<file path="src/rtl/scan_resp_pkg.sv">
// Shared types and constants for the scan responder.
package scan_resp_pkg;

  // Responder FSM. StMemResp is the memory response cycle; requests there are
  // still dropped because the transaction has not fully retired.
  typedef enum logic [1:0] {
    StIdle,
    StMemWait,
    StMemResp
  } state_e;

  localparam logic [14:0] STATUS_IDX   = 15'h7FFF;
  localparam logic [31:0] TIMEOUT_DATA = 32'hDEAD_BEEF;

  // STATUS field offsets
  localparam int unsigned STATUS_TO_BIT  = 0;
  localparam int unsigned STATUS_OV_BIT  = 1;
  localparam int unsigned STATUS_CNT_LSB = 8;

  function automatic logic [31:0] pack_status(input logic [7:0] ovr_cnt,
                                              input logic       err_ov,
                                              input logic       err_to);
    logic [31:0] s;
    s = '0;
    s[STATUS_CNT_LSB +: 8] = ovr_cnt;
    s[STATUS_OV_BIT]       = err_ov;
    s[STATUS_TO_BIT]       = err_to;
    return s;
  endfunction

endpackage

</file>
<file path="src/rtl/scan_cfg_regbank.sv">
// Local configuration register bank: write decode, read mux, flattened view.
// Indices at or above NREG are unmapped: writes ignored, reads return 0.
module scan_cfg_regbank #(
  parameter int unsigned NREG = 8
) (
  input  logic              clk,
  input  logic              rst,
  input  logic              we,
  input  logic [14:0]       idx,
  input  logic [31:0]       wdata,
  output logic [31:0]       rdata,
  output logic [NREG*32-1:0] cfg_regs
);

  logic [31:0] regs_q [NREG];

  // Register storage; only a matching in-range index is written.
  always_ff @(posedge clk or posedge rst) begin
    if (rst) begin
      for (int unsigned i = 0; i < NREG; i++) regs_q[i] <= '0;
    end else if (we) begin
      for (int unsigned i = 0; i < NREG; i++) begin
        if (idx == 15'(i)) regs_q[i] <= wdata;
      end
    end
  end

  // Read mux; unmatched index falls through to 0.
  always_comb begin
    rdata = '0;
    for (int unsigned i = 0; i < NREG; i++) begin
      if (idx == 15'(i)) rdata = regs_q[i];
    end
  end

  // Flatten the array onto the cfg_regs bus.
  always_comb begin
    cfg_regs = '0;
    for (int unsigned i = 0; i < NREG; i++) cfg_regs[32*i +: 32] = regs_q[i];
  end

endmodule

</file>
<file path="src/rtl/scan_mem_reg_resp.sv">
// Responder end of the scan pulse interface. Register requests complete in one
// cycle; memory requests run a req/ack handshake bounded by TIMEOUT cycles.
module scan_mem_reg_resp
  import scan_resp_pkg::*;
#(
  parameter int unsigned NREG    = 8,
  parameter int unsigned TIMEOUT = 255,
  parameter int unsigned MEM_AW  = 15
) (
  input  logic               clk,
  input  logic               rst,
  input  logic               scan_wen,
  input  logic               scan_ren,
  input  logic [15:0]        scan_addr,
  input  logic [31:0]        scan_wdata,
  output logic [31:0]        scan_rdata,
  output logic               scan_ready,
  output logic               mem_req,
  output logic               mem_we,
  output logic [MEM_AW-1:0]  mem_addr,
  output logic [31:0]        mem_wdata,
  input  logic [31:0]        mem_rdata,
  input  logic               mem_ack,
  output logic [NREG*32-1:0] cfg_regs,
  output logic               err_timeout,
  output logic               err_overrun
);

  // Counter value in the last MEM_WAIT cycle before timeout.
  localparam logic [15:0] CntLast = 16'(TIMEOUT - 1);

  state_e            state_q, state_d;
  logic [15:0]       cnt_q, cnt_d;
  logic              mem_we_q, mem_we_d;
  logic [MEM_AW-1:0] mem_addr_q, mem_addr_d;
  logic [31:0]       mem_wdata_q, mem_wdata_d;
  logic              ready_q, ready_d;
  logic [31:0]       rdata_q, rdata_d;
  logic              err_to_q, err_to_d;
  logic              err_ov_q, err_ov_d;
  logic [7:0]        ovr_cnt_q, ovr_cnt_d;

  logic        req;
  logic        is_mem;
  logic [14:0] idx;
  logic        status_hit;
  logic        reg_we;
  logic [31:0] bank_rdata;
  logic [31:0] status;

  assign req        = scan_wen | scan_ren;
  assign is_mem     = scan_addr[15];
  assign idx        = scan_addr[14:0];
  assign status_hit = (idx == STATUS_IDX);
  // scan_wen wins when both pulses are present.
  assign reg_we     = (state_q == StIdle) && scan_wen && !is_mem;
  assign status     = pack_status(ovr_cnt_q, err_ov_q, err_to_q);

  scan_cfg_regbank #(
    .NREG(NREG)
  ) u_regbank (
    .clk     (clk),
    .rst     (rst),
    .we      (reg_we),
    .idx     (idx),
    .wdata   (scan_wdata),
    .rdata   (bank_rdata),
    .cfg_regs(cfg_regs)
  );

  // Next-state, response and error/status logic.
  always_comb begin
    state_d     = state_q;
    cnt_d       = cnt_q;
    mem_we_d    = mem_we_q;
    mem_addr_d  = mem_addr_q;
    mem_wdata_d = mem_wdata_q;
    ready_d     = 1'b0;
    rdata_d     = rdata_q;
    err_to_d    = err_to_q;
    err_ov_d    = err_ov_q;
    ovr_cnt_d   = ovr_cnt_q;

    case (state_q)
      StIdle: begin
        if (req) begin
          if (is_mem) begin
            mem_we_d    = scan_wen;
            mem_addr_d  = scan_addr[MEM_AW-1:0];
            mem_wdata_d = scan_wdata;
            cnt_d       = '0;
            state_d     = StMemWait;
          end else begin
            ready_d = 1'b1;
            if (scan_wen) begin
              rdata_d = '0;
              if (status_hit) begin
                if (scan_wdata[STATUS_TO_BIT]) err_to_d = 1'b0;
                if (scan_wdata[STATUS_OV_BIT]) begin
                  err_ov_d  = 1'b0;
                  ovr_cnt_d = '0;
                end
              end
            end else begin
              rdata_d = status_hit ? status : bank_rdata;
            end
          end
        end
      end
      StMemWait: begin
        // Ack takes priority over a simultaneous timeout.
        if (mem_ack) begin
          ready_d = 1'b1;
          rdata_d = mem_we_q ? '0 : mem_rdata;
          state_d = StMemResp;
        end else if (cnt_q == CntLast) begin
          ready_d  = 1'b1;
          rdata_d  = TIMEOUT_DATA;
          err_to_d = 1'b1;
          state_d  = StMemResp;
        end else begin
          cnt_d = cnt_q + 16'd1;
        end
      end
      StMemResp: state_d = StIdle;
      default:   state_d = StIdle;
    endcase

    // Requests outside IDLE are dropped and counted.
    if (req && (state_q != StIdle)) begin
      err_ov_d = 1'b1;
      if (ovr_cnt_q != 8'hFF) ovr_cnt_d = ovr_cnt_q + 8'd1;
    end
  end

  // State and output registers.
  always_ff @(posedge clk or posedge rst) begin
    if (rst) begin
      state_q     <= StIdle;
      cnt_q       <= '0;
      mem_we_q    <= 1'b0;
      mem_addr_q  <= '0;
      mem_wdata_q <= '0;
      ready_q     <= 1'b0;
      rdata_q     <= '0;
      err_to_q    <= 1'b0;
      err_ov_q    <= 1'b0;
      ovr_cnt_q   <= '0;
    end else begin
      state_q     <= state_d;
      cnt_q       <= cnt_d;
      mem_we_q    <= mem_we_d;
      mem_addr_q  <= mem_addr_d;
      mem_wdata_q <= mem_wdata_d;
      ready_q     <= ready_d;
      rdata_q     <= rdata_d;
      err_to_q    <= err_to_d;
      err_ov_q    <= err_ov_d;
      ovr_cnt_q   <= ovr_cnt_d;
    end
  end

  assign mem_req     = (state_q == StMemWait);
  assign mem_we      = mem_we_q;
  assign mem_addr    = mem_addr_q;
  assign mem_wdata   = mem_wdata_q;
  assign scan_ready  = ready_q;
  assign scan_rdata  = rdata_q;
  assign err_timeout = err_to_q;
  assign err_overrun = err_ov_q;

endmodule

</file>
<file path="config.mk">
export PLATFORM = sky130hd
export DESIGN_NAME = scan_mem_reg_resp
export DESIGN_NICKNAME = d
export VERILOG_FILES = /design/src/rtl/scan_resp_pkg.sv /design/src/rtl/scan_cfg_regbank.sv /design/src/rtl/scan_mem_reg_resp.sv
export SDC_FILE = /design/constraint.sdc
export NUM_CORES = 1
export LEC_CHECK = 0
export ABC_CLOCK_PERIOD_IN_PS = 18200
export CORE_ASPECT_RATIO = 1.5
export CORE_MARGIN = 5
export CORE_UTILIZATION = 51
export CTS_BUF_LIST = sky130_fd_sc_hd__clkbuf_2
export DETAILED_ROUTE_END_ITERATION = 16
export PLACE_DENSITY = 0.83
export SYNTH_ARGS = -nofsm -noshare
export SYNTH_HDL_FRONTEND = slang
export SYNTH_SLANG_ARGS = --single-unit
export TNS_END_PERCENT = 100
</file>
<file path="constraint.sdc">
create_clock -name clk -period 18.2 [get_ports clk]
set_input_delay 3.64 -clock clk [delete_from_list [all_inputs] [get_ports clk]]
set_output_delay 3.64 -clock clk [all_outputs]
set_load 0.01 [all_outputs]
</file>
=== Word level (Yosys, flattened, before mapping) ===
Cells that the tools add are included.

* Bitwise operators: 1
* Eq/ne operators: 22
* $add $sub $neg: 2
* Mux-type cells: 54
* Reduce and logical (&&, ||, !) cells: 27

{| class="wikitable"
|+ Operator list
! operator !! count
|-
| $mux 32 || 15
|-
| $mux 16 || 4
|-
| $mux 8 || 8
|-
| $pmux 32 s2 || 1
|-
| $eq 15x3->1 const B || 4
|-
| $pmux 16 s2 || 1
|-
| $eq 15x2->1 const B || 2
|-
| $mux 1 || 18
|-
| $add 16x1->16 const B || 1
|-
| $eq 16x8->1 const B || 1
|-
| $ne 2x2->1 const B || 8
|-
| $reduce_and 2->1 || 8
|-
| $eq 15x1->1 const B || 1
|-
| $eq 15x15->1 const B || 1
|-
| $logic_not 15->1 || 1
|-
| $reduce_bool 2->1 || 7
|-
| $add 8x1->8 const B || 1
|-
| $mux 2 || 4
|-
| $ne 8x8->1 const B || 1
|-
| $reduce_and 8->1 || 1
|-
| $reduce_and 3->1 || 2
|-
| $reduce_and 6->1 || 1
|-
| $reduce_and 5->1 || 1
|-
| $ne 2x1->1 const B || 2
|-
| 9 further kinds || 12
|}

* Input port bits: 85
* Output and inout bits: 340
* Bits in registers: 365
* Word-level logic and storage cells: 124

=== Longest topological paths before layout ===
Gate-level depths: netlist of the first run.

* Depth in word-level cells: 14
* Gate-level depth with buffers: 10

=== Modules after synthesis ===
Synthesis of the first run repeated with hierarchy kept, for this count alone.

* Cell total of the unflattened synthesis: 1528
* Area total of the unflattened synthesis: 17708.2 sq um

{| class="wikitable"
|+ By module, submodules not included
! module !! sequential area each (sq um) !! cells an instance !! area each (sq um) !! times used
|-
| scan_cfg_regbank || 6406.1 || 932 || 12449.4 || 1
|-
| scan_mem_reg_resp || 2727.6 || 596 || 5258.8 || 1
|}

=== Least setup slack after synthesis of the first run ===
Ideal clock, no wire load.

* Path kind: input to register
* Start point: input port scan_addr[10]
* End point: register u_regbank.regs_q, in the netlist u_regbank.cfg_regs[97]
* Stages on the path: 8
* Data required time: 18072 ps
* Setup slack: 12275 ps
* Arrival: 5798 ps
* Cells stage by stage: or4_1 buf_2 or3_4 nor3_4 nand2_1 nor2_2 buf_6 mux2_1

* Word-level cells in the longest chain between the ends: 2

{| class="wikitable"
|+ Ends and longest elaborated chain
! what !! RTL line !! source
|-
| from (decl) || scan_mem_reg_resp.sv:14 || <nowiki>input logic [15:0] scan_addr,</nowiki>
|-
| $eq 15x2->1 || scan_cfg_regbank.sv:23 || <nowiki>if (idx == 15'(i)) regs_q[i] <= wdata;</nowiki>
|-
| $reduce_and 2->1 (no line) || n/a ||
|-
| to (signal, indexed assignment) || scan_cfg_regbank.sv:23 ||
|-
| to (decl) || scan_cfg_regbank.sv:15 || <nowiki>logic [31:0] regs_q [NREG];</nowiki>
|}

Every way passes these cells.
A chain may end at the register's enable or synchronous reset.

=== Final worst setup path of the first run ===
* Start point: input port scan_addr[2]
* End point: register u_regbank.regs_q, in the netlist u_regbank.cfg_regs[133]

* Word-level cells in the longest chain between the ends: 2

{| class="wikitable"
|+ Ends and longest elaborated chain
! what !! RTL line
|-
| $eq 15x3->1 || scan_cfg_regbank.sv:23
|-
| $reduce_and 2->1 (no line) || n/a
|}

Every way passes these cells.

==> impl_metrics.py, run 1 <==
metrics = {
    "outcome": {
        "status": "finished, final reports clean",
    },
    "die": {
        "start_util_pct": 51.7,
        "fp.dieW_microns": 159,
        "ios": 425,
        "die-height_microns": 233,
        "coreArea_sq_mm": 0.0327,
        "fp-row-count": 81,
        "die_area_sq_mm": 0.0370,
    },
    "power_and_ir_drop": {
        "total_leakage_power_nw": 10.1,
        "peakVddDrop_mv": 0.0664,
        "p_per_area_mw_per_mm2": 95.2,
    },
    "sta": {
        "fmax_mhz": 142,
        "hold_viol_final": 0,
        "period_minus_slack_ns": 7.06,
        "setup_viol": 0,
        "drv_slew": 0,
        "min_period_over_period_pct": 38.8,
        "fin_tns_setup_ns": 0,
        "slew_headroom_pct": 20.9,
        "tightest_slew_ns": 1.18,
        "finClkSkew_ns": 0.0452,
        "rsz0062_at_grt": "false",
    },
    "drt": {
        "via_per_inst": 6.39,
        "vias": 14600,
        "drc": 0,
        "wl_microns": 64600,
        "drt_pre_antenna_iters": 6,
        "dr.first_iter.drc_count": 1421,
        "wl_per_cell_microns": 28.2,
        "antenna_left": 0,
    },
    "synthesis": {
        "ys_warn_count": 0,
        "ys.flop_type": "dfrtp_1",
        "ys_seq_area_share_pct": 54.0,
        "syn_inst": 1371,
        "synth.net_count": 1459,
        "synth.distinct_cells": 76,
        "postSynthAreaPerCell_sq_um": 12.3,
        "async_reset_ff_share_pct": 100,
        "synth_edf_count": 0,
        "ys_seq_elements": 365,
        "netlist_area_sq_mm": 0.0169,
    },
    "clock_tree": {
        "clk_pin_slew_ns": 0.09,
        "clock-root-buffer": "clkbuf_2",
        "cts_sinks": 365,
        "cts_buffer_depth": 3,
        "cts_tree": "built",
        "cts.htree.levels": 3,
        "numCtsBuffers": 88,
        "cts_hold_buffers": 0,
        "postCtsSetupBuffers": 0,
        "cts_resized": 0,
        "clock_latency_ns": 1.01,
    },
    "global_route": {
        "globalRouteOverflowTotal": 0,
        "antenna_found_initial": 3,
        "grt_pass1_wl_microns": 94200,
        "gr-usage-all-layers_pct": 34.4,
        "first_global_vias": 15200,
        "grt_max_degree": 166,
    },
    "critical_path": {
        "cp_max_fo": 32,
        "worstRegToRegCells": 8,
        "worstSetupPathType": "in2reg",
        "crit_required_ns": 19.06,
        "end_kind": "flop",
        "cp-start-kind": "primary input",
        "cp.arrival_ns": 7.92,
    },
    "placement": {
        "gp_congestion": 0.927,
        "dp_hpwl_microns": 44500,
        "port_buffers": 424,
    },
    "final_layout": {
        "mostFrequentLayoutCells": "clkdlybuf4s50_1 (422), dfrtp_1 (365), mux2_2 (231)",
        "drive_gt1_share_pct": 23.2,
        "final_util_pct": 67.9,
        "final_common_cell": "clkdlybuf4s50_1",
        "fin_nets": 1906,
        "area_growth_pct": 31.4,
    },
    "worst_hold_path": {
        "min_path_type": "reg2reg",
        "min_path_cells": 1,
    },
    "flow_run": {
        "drv_cap": 0,
    },
}
## worst max-delay path, cell delays in order
cell and delay (ns):
clkdlybuf4s50_1 0.45, buf_4 0.29, or4b_1 0.62, or4_1 0.83, nor2_4 0.71, nand2_2 0.73, mux2_1 0.57
## final cells by class
class,instances,area (sq um)
flip-flops and latches,365,9130
repair buffers,450,4440
multi-input cells,904,7300
fillers,2487,10500
inverters,9,41.3
clock inverters,16,168
diodes,2,5.00
well taps,415,519
clock buffers,124,621
## synth_stat cells (6+ instances only)
cell      instances  area [sq um]
mux2i_1          16           160
mux2_2          231          2600
a31oi_1          17           106
or3_1             8          50.1
o21ai_1           7          35.0
nor2_1           62           233
o21a_1           11          82.6
a21oi_1          78           390
a21boi_0          7          52.6
o22ai_1          18           113
nand3_1          15          75.1
a32o_1           15           150
o21bai_1         10          75.1
buf_2            13          65.1
a221oi_1         16           140
nand2b_1          8          50.1
nand4_1           7          43.8
dfrtp_1         365          9130
nand2_1          65           244
mux2_1           74           833
buf_6            16           180
and3_1           10          62.6
or3b_1            9          78.8
inv_1             8          30.0
o221ai_1          9          78.8
nor4_1            8          50.1
a32oi_1           6          52.6
clkbuf_1         49           184
a22oi_1          10          75.1
a22o_1           15           131
xor2_1            9          78.8
buf_4            10          75.1
o21ai_0          81           405
## routing by layer
metal  part of all wire [%]  global-route usage, %  routed length (microns)  vias to the layer above
li1                       -                      -                        -                     6044
met4                    7.5                   22.1                     4870                        0
met1                     34                   38.7                    21700                     7273
met3                     10                   10.0                     6760                      278
met5                      0                      0                        0                        -
met2                     48                   56.5                    31200                      999
## per-stage QoR
stage | cells | hold slack, ns | instance area, sq um | total power (W) | setup slack (ns)
floorplan | 1371 | 0.478 | 16900 | 0.00126 | 4.43
global placement | 2143 | 0.474 | 21400 | 0.00155 | 10.36
detailed placement | 2143 | 0.487 | 21400 | 0.00157 | 10.28
CTS | 2283 | 0.509 | 22200 | 0.00212 | 11.32
global route | 2285 | 0.528 | 22200 | 0.00221 | 11.15
finish | 2285 | 0.511 | 22200 | 0.00211 | 11.14
## power breakdown
part | total (W) | internal (W) | switching [W]
Combinational | 0.000597 | 0.000285 | 0.000312
Clock | 0.000561 | 0.000235 | 0.000326
Sequential | 0.000957 | 0.000898 | 0.0000582
Total | 0.00211 | 0.00142 | 0.000696
## registers in the layout, summed over array words and instances (netlist names)
signal / count
cnt_q: 16
err_overrun: 1
err_timeout: 1
mem_addr: 15
mem_wdata: 32
mem_we: 1
ovr_cnt_q: 8
scan_rdata: 32
scan_ready: 1
state_q: 2
u_regbank.cfg_regs: 256
## worst paths after layout
check	endpoint	slack, ns	startpoint
worst min-delay path	scan_rdata[19]	0.51	scan_rdata[19]
worst min register to register	scan_rdata[19]	0.51	scan_rdata[19]
worst max-delay path	u_regbank.cfg_regs[133]	11.14	scan_addr[2]
min in group asynchronous	u_regbank.cfg_regs[203]	3.21	rst
worst max register to register	scan_rdata[21]	14.65	state_q[1]
max in group asynchronous	u_regbank.cfg_regs[217]	13.42	rst
## cells by family after synthesis
family	count (synthesis)	share of synthesized area (%)
xor+xnor	10	0.518
fa+ha+maj	3	0.222
buf+inv	102	3.30
flops	365	54.0
simple gates	234	7.45
mux	323	21.5
compound gates	334	13.0
Power figures use the tool's default switching activity.
==> inputs of run 2 (changes only) <==
- ABC_CLOCK_PERIOD_IN_PS: 18200 -> 6700
- clock period: 18.2 -> 6.7 ns (I/O delays scaled with it)
==> impl_metrics.py, run 2 (synthesis results as in run 1) <==
metrics = {
    "final_layout": {
        "finalNonFillerCells": 2296,
        "final_common_cell": "clkdlybuf4s50_1",
        "fin_nets": 1907,
        "area_growth_pct": 31.1,
        "mostFrequentLayoutCells": "clkdlybuf4s50_1 (422), dfrtp_1 (365), mux2_2 (231)",
        "drive_gt1_share_pct": 23.2,
        "largest_register_ffs": 256,
    },
    "critical_path": {
        "cp.arrival_ns": 3.46,
        "ff2ff_setup_slack_ns": 3.12,
        "slowest_delay_ns": 0.70,
        "worstRegToRegCells": 6,
        "r2r_end": "scan_rdata[21]",
        "path_delay_family": "buffers and inverters",
        "crit_buf_inv": 2,
        "worstPathCellList": "nand2b_2 > clkinv_1 > clkdlybuf4s50_1",
        "crit_required_ns": 5.36,
        "end_kind": "primary output",
        "critical_path.slowest_cell": "nand2b_2",
        "cp_max_fo": 28,
        "cp-start-kind": "flop",
        "worstSetupPathType": "reg2out",
        "rr_startpoint": "state_q[1]",
    },
    "sta": {
        "rsz0062_at_grt": "false",
        "setup_viol": 0,
        "finClkSkew_ns": 0.0373,
        "period_minus_slack_ns": 4.80,
        "min_period_over_period_pct": 71.6,
        "fin_tns_setup_ns": 0,
        "hold_viol_final": 0,
        "fmax_mhz": 208,
        "drv_slew": 0,
        "slew_headroom_pct": 19.9,
        "tightest_slew_ns": 1.19,
    },
    "global_route": {
        "first_global_vias": 14900,
        "grt_max_degree": 169,
        "antenna_found_initial": 4,
        "globalRouteOverflowTotal": 0,
        "gr-usage-all-layers_pct": 34.2,
        "grt_pass1_wl_microns": 93900,
    },
    "drt": {
        "wl_per_cell_microns": 27.8,
        "drc": 0,
        "topRoutingLayerUsed": "met4",
        "route.layer.met1.wl_microns": 22600,
        "via_per_inst": 6.26,
        "drt_pre_antenna_iters": 6,
        "vias": 14400,
        "dr_wl_met2_microns": 31600,
        "wl_microns": 63900,
        "dr.first_iter.drc_count": 1178,
        "wl_met3_microns": 6160,
        "antenna_left": 0,
    },
    "die": {
        "coreArea_sq_mm": 0.0327,
        "ios": 425,
        "fp-row-count": 81,
        "die_area_sq_mm": 0.0370,
        "die-height_microns": 233,
        "fp.dieW_microns": 159,
        "start_util_pct": 51.7,
    },
    "placement": {
        "placedCellCount": 2145,
        "port_buffers": 424,
        "dp_hpwl_microns": 44000,
        "gp_congestion": 0.908,
    },
    "worst_hold_path": {
        "whs_endpoint": "scan_rdata[25]",
        "min_path_cells": 1,
        "min_path_type": "reg2reg",
        "worst_hold_startpoint": "scan_rdata[25]",
    },
    "clock_tree": {
        "cts_tree": "built",
        "clk_pin_slew_ns": 0.12,
        "cts_sinks": 365,
        "cts.htree.levels": 3,
        "clock_latency_ns": 1.04,
        "cts_hold_buffers": 0,
        "postCtsSetupBuffers": 0,
        "cts_buffer_depth": 3,
        "numCtsBuffers": 87,
        "cts_resized": 0,
        "clock-root-buffer": "clkbuf_2",
    },
    "power_and_ir_drop": {
        "peakVddDrop_mv": 0.225,
        "p_per_area_mw_per_mm2": 253,
        "power_w": 0.00561,
        "total_leakage_power_nw": 10.1,
    },
    "outcome": {
        "status": "finished, final reports clean",
    },
    "flow_run": {
        "drv_cap": 0,
    },
}
## run 2: final cells by class
| class | instances | area [sq um] |
|---|---|---|
| repair buffers | 452 | 4470 |
| inverters | 9 | 37.5 |
| flip-flops and latches | 365 | 9130 |
| multi-input cells | 904 | 7300 |
| diodes | 3 | 7.51 |
| clock buffers | 127 | 636 |
| clock inverters | 21 | 80.1 |
| fillers | 2473 | 10600 |
| well taps | 415 | 519 |
## run 2: worst max-delay path by stage
stage                      start                       to  slack (ns)  depth (start not counted)
CTS                   state_q[1]                  mem_req        1.92                          3
global placement    scan_addr[2]  u_regbank.cfg_regs[253]        1.45                          7
detailed placement  scan_addr[2]  u_regbank.cfg_regs[227]        1.40                          7
global route          state_q[1]                  mem_req        1.78                          3
floorplan                    rst                 cnt_q[0]        0.46                          1
finish                state_q[1]                  mem_req        1.90                          3
## run 2: per-layer routing
| layer | up-vias | GRT usage (%) |
|---|---|---|
| li1 | 6064 | - |
| met1 | 7244 | 40.1 |
| met2 | 867 | 56.4 |
| met3 | 198 | 10.7 |
| met4 | 0 | 16.8 |
| met5 | - | 0 |
## run 2: report_power, final
group          internal [W]  switching, W  leakage [nW]
clock network      0.000499      0.000893         0.571
registers           0.00244      0.000159          4.95
logic              0.000773      0.000846          4.57
total               0.00371       0.00190          10.1
## run 2: through the flow
stage	cell area, sq um	worst slack (ns)	util, %	hold WS [ns]
after floorplan	16900	0.464	-	0.478
after global placement	21500	1.45	65.5	0.472
after detailed placement	21500	1.40	65.5	0.481
after CTS	22200	1.92	67.7	0.506
after global routing	22200	1.78	67.8	0.524
final	22200	1.90	67.8	0.505
==> inputs of run 3 (changes only) <==
- ABC_CLOCK_PERIOD_IN_PS: 6700 -> 4200
- CORE_UTILIZATION: 51 -> 46
- PLACE_DENSITY: 0.83 -> 0.79
- clock period: 6.7 -> 4.2 ns (I/O delays scaled with it)
==> impl_metrics.py, run 3 (synthesis results as in run 1) <==
metrics = {
    "global_route": {
        "grt.met2_usage_pct": 53.3,
        "grt_max_degree": 85,
        "antenna_found_initial": 3,
        "grt_use_met3_pct": 9.02,
        "grt_pass1_wl_microns": 99000,
        "gr-usage-all-layers_pct": 32.0,
        "busiest_layer": "met2",
        "globalRouteOverflowTotal": 0,
        "use_met1_pct": 36.8,
        "first_global_vias": 15400,
    },
    "drt": {
        "dr.first_iter.drc_count": 1359,
        "via_per_inst": 6.13,
        "antenna_left": 0,
        "drt_pre_antenna_iters": 8,
        "wl_microns": 66900,
        "wl_per_cell_microns": 27.7,
        "drc": 0,
        "vias": 14800,
    },
    "critical_path": {
        "crit_buf_inv": 2,
        "slowest_delay_ns": 0.62,
        "cp.arrival_ns": 2.70,
        "cp-start-kind": "flop",
        "rr_startpoint": "cnt_q[0]",
        "ff2ff_setup_slack_ns": 1.39,
        "worstRegToRegCells": 9,
        "r2r_end": "scan_rdata[1]",
        "critical_path.slowest_cell": "clkdlybuf4s50_1",
        "end_kind": "primary output",
        "worstSetupPathType": "reg2out",
        "cp_max_fo": 9,
        "path_delay_family": "buffers and inverters",
        "crit_required_ns": 3.36,
        "startpoint": "state_q[1]",
        "worstPathCellList": "nand2b_2 > clkinv_1 > clkdlybuf4s50_1",
    },
    "die": {
        "start_util_pct": 46.2,
        "fp-row-count": 86,
        "fp.dieW_microns": 167,
        "ios": 425,
        "coreArea_sq_mm": 0.0366,
        "die-height_microns": 245,
        "die_area_sq_mm": 0.0408,
    },
    "clock_tree": {
        "numCtsBuffers": 88,
        "cts_sinks": 365,
        "cts_buffer_depth": 3,
        "cts_tree": "built",
        "cts_resized": 0,
        "postCtsSetupBuffers": 0,
        "clk_pin_slew_ns": 0.12,
        "cts.htree.levels": 3,
        "clock_latency_ns": 1.00,
        "clock-root-buffer": "clkbuf_2",
        "cts_hold_buffers": 0,
    },
    "final_layout": {
        "mostFrequentLayoutCells": "clkdlybuf4s50_1 (422), dfrtp_1 (365), mux2_2 (231)",
        "drive_gt1_share_pct": 24.8,
        "fin_nets": 1953,
        "area_growth_pct": 34.4,
        "final_util_pct": 62.1,
        "largest_register_ffs": 256,
        "final_common_cell": "clkdlybuf4s50_1",
        "fill_cells": 2980,
    },
    "sta": {
        "tightest_slew_ns": 1.07,
        "drv_slew": 0,
        "finClkSkew_ns": 0.0540,
        "setup_viol": 0,
        "layout_setup_ws_ns": 0.656,
        "period_minus_slack_ns": 3.54,
        "fmax_mhz": 282,
        "min_period_over_period_pct": 84.4,
        "fin_tns_setup_ns": 0,
        "hold_viol_final": 0,
        "slew_headroom_pct": 28.9,
        "rsz0062_at_grt": "false",
    },
    "outcome": {
        "status": "finished, final reports clean",
    },
    "power_and_ir_drop": {
        "peakVddDrop_mv": 0.320,
        "total_leakage_power_nw": 10.3,
        "p_per_area_mw_per_mm2": 400,
    },
    "flow_run": {
        "drv_cap": 0,
    },
    "placement": {
        "dp_hpwl_microns": 47300,
        "pre_cts_ws_ns": 0.254,
        "port_buffers": 424,
        "gp_congestion": 0.931,
    },
    "worst_hold_path": {
        "min_path_type": "in2async",
    },
}
==> run 3: changes by cell type in the layout (fill, tap and decap cells not counted), sizes merged <==
| cell | previous run | this run |
|---|---|---|
| clkinv | 19 | 24 |
| inv | 10 | 7 |
| bufinv | 0 | 1 |
| diode | 3 | 5 |
| clkbuf | 127 | 125 |
| buf | 30 | 75 |
==> run 3: per-layer routing <==
metal  share of wire (%)  routed length (microns)  vias up
met4                 6.5                     4320        0
met1                  35                    23700     7411
met5                   0                        0        -
met3                 9.3                     6210      240
li1                    -                        -     6155
met2                  49                    32700      996
==> run 3: layout make-up <==
| cell class | count | area, sq um | area share [%] |
|---|---|---|---|
| sequential | 365 | 9130 | 40.2 |
| inverter | 9 | 37.5 | 0.165 |
| clock inverter | 24 | 120 | 0.529 |
| timing repair buffer | 497 | 4890 | 21.5 |
| multi-input combinational | 904 | 7300 | 32.1 |
| antenna | 5 | 12.5 | 0.0551 |
| tap | 484 | 606 | 2.66 |
| clock buffer | 125 | 626 | 2.75 |
==> run 3: power by group <==
group          internal (W)  switching [W]
clock network      0.000850        0.00144
logic               0.00127        0.00138
registers           0.00389       0.000258
total               0.00601        0.00308
==> run 3: worst max-delay path by stage <==
stage | end | depth (start not counted) | slack, ns
global placement | u_regbank.cfg_regs[247] | 7 | 0.30
global route | mem_req | 3 | 0.58
finish | mem_req | 3 | 0.66
CTS | mem_req | 3 | 0.65
floorplan | cnt_q[0] | 1 | -1.54
detailed placement | u_regbank.cfg_regs[253] | 7 | 0.25
==> run 3: metrics by stage <==
step,cell area (sq um),total power [W],hold slack (ns),cells
after floorplan,16900,0.00545,0.478,1371
after global placement,22000,0.00676,0.474,2259
after detailed placement,22000,0.00684,0.481,2259
after CTS,22700,0.00913,0.270,2408
after global routing,22700,0.00952,0.314,2411
final,22700,0.00909,0.332,2413
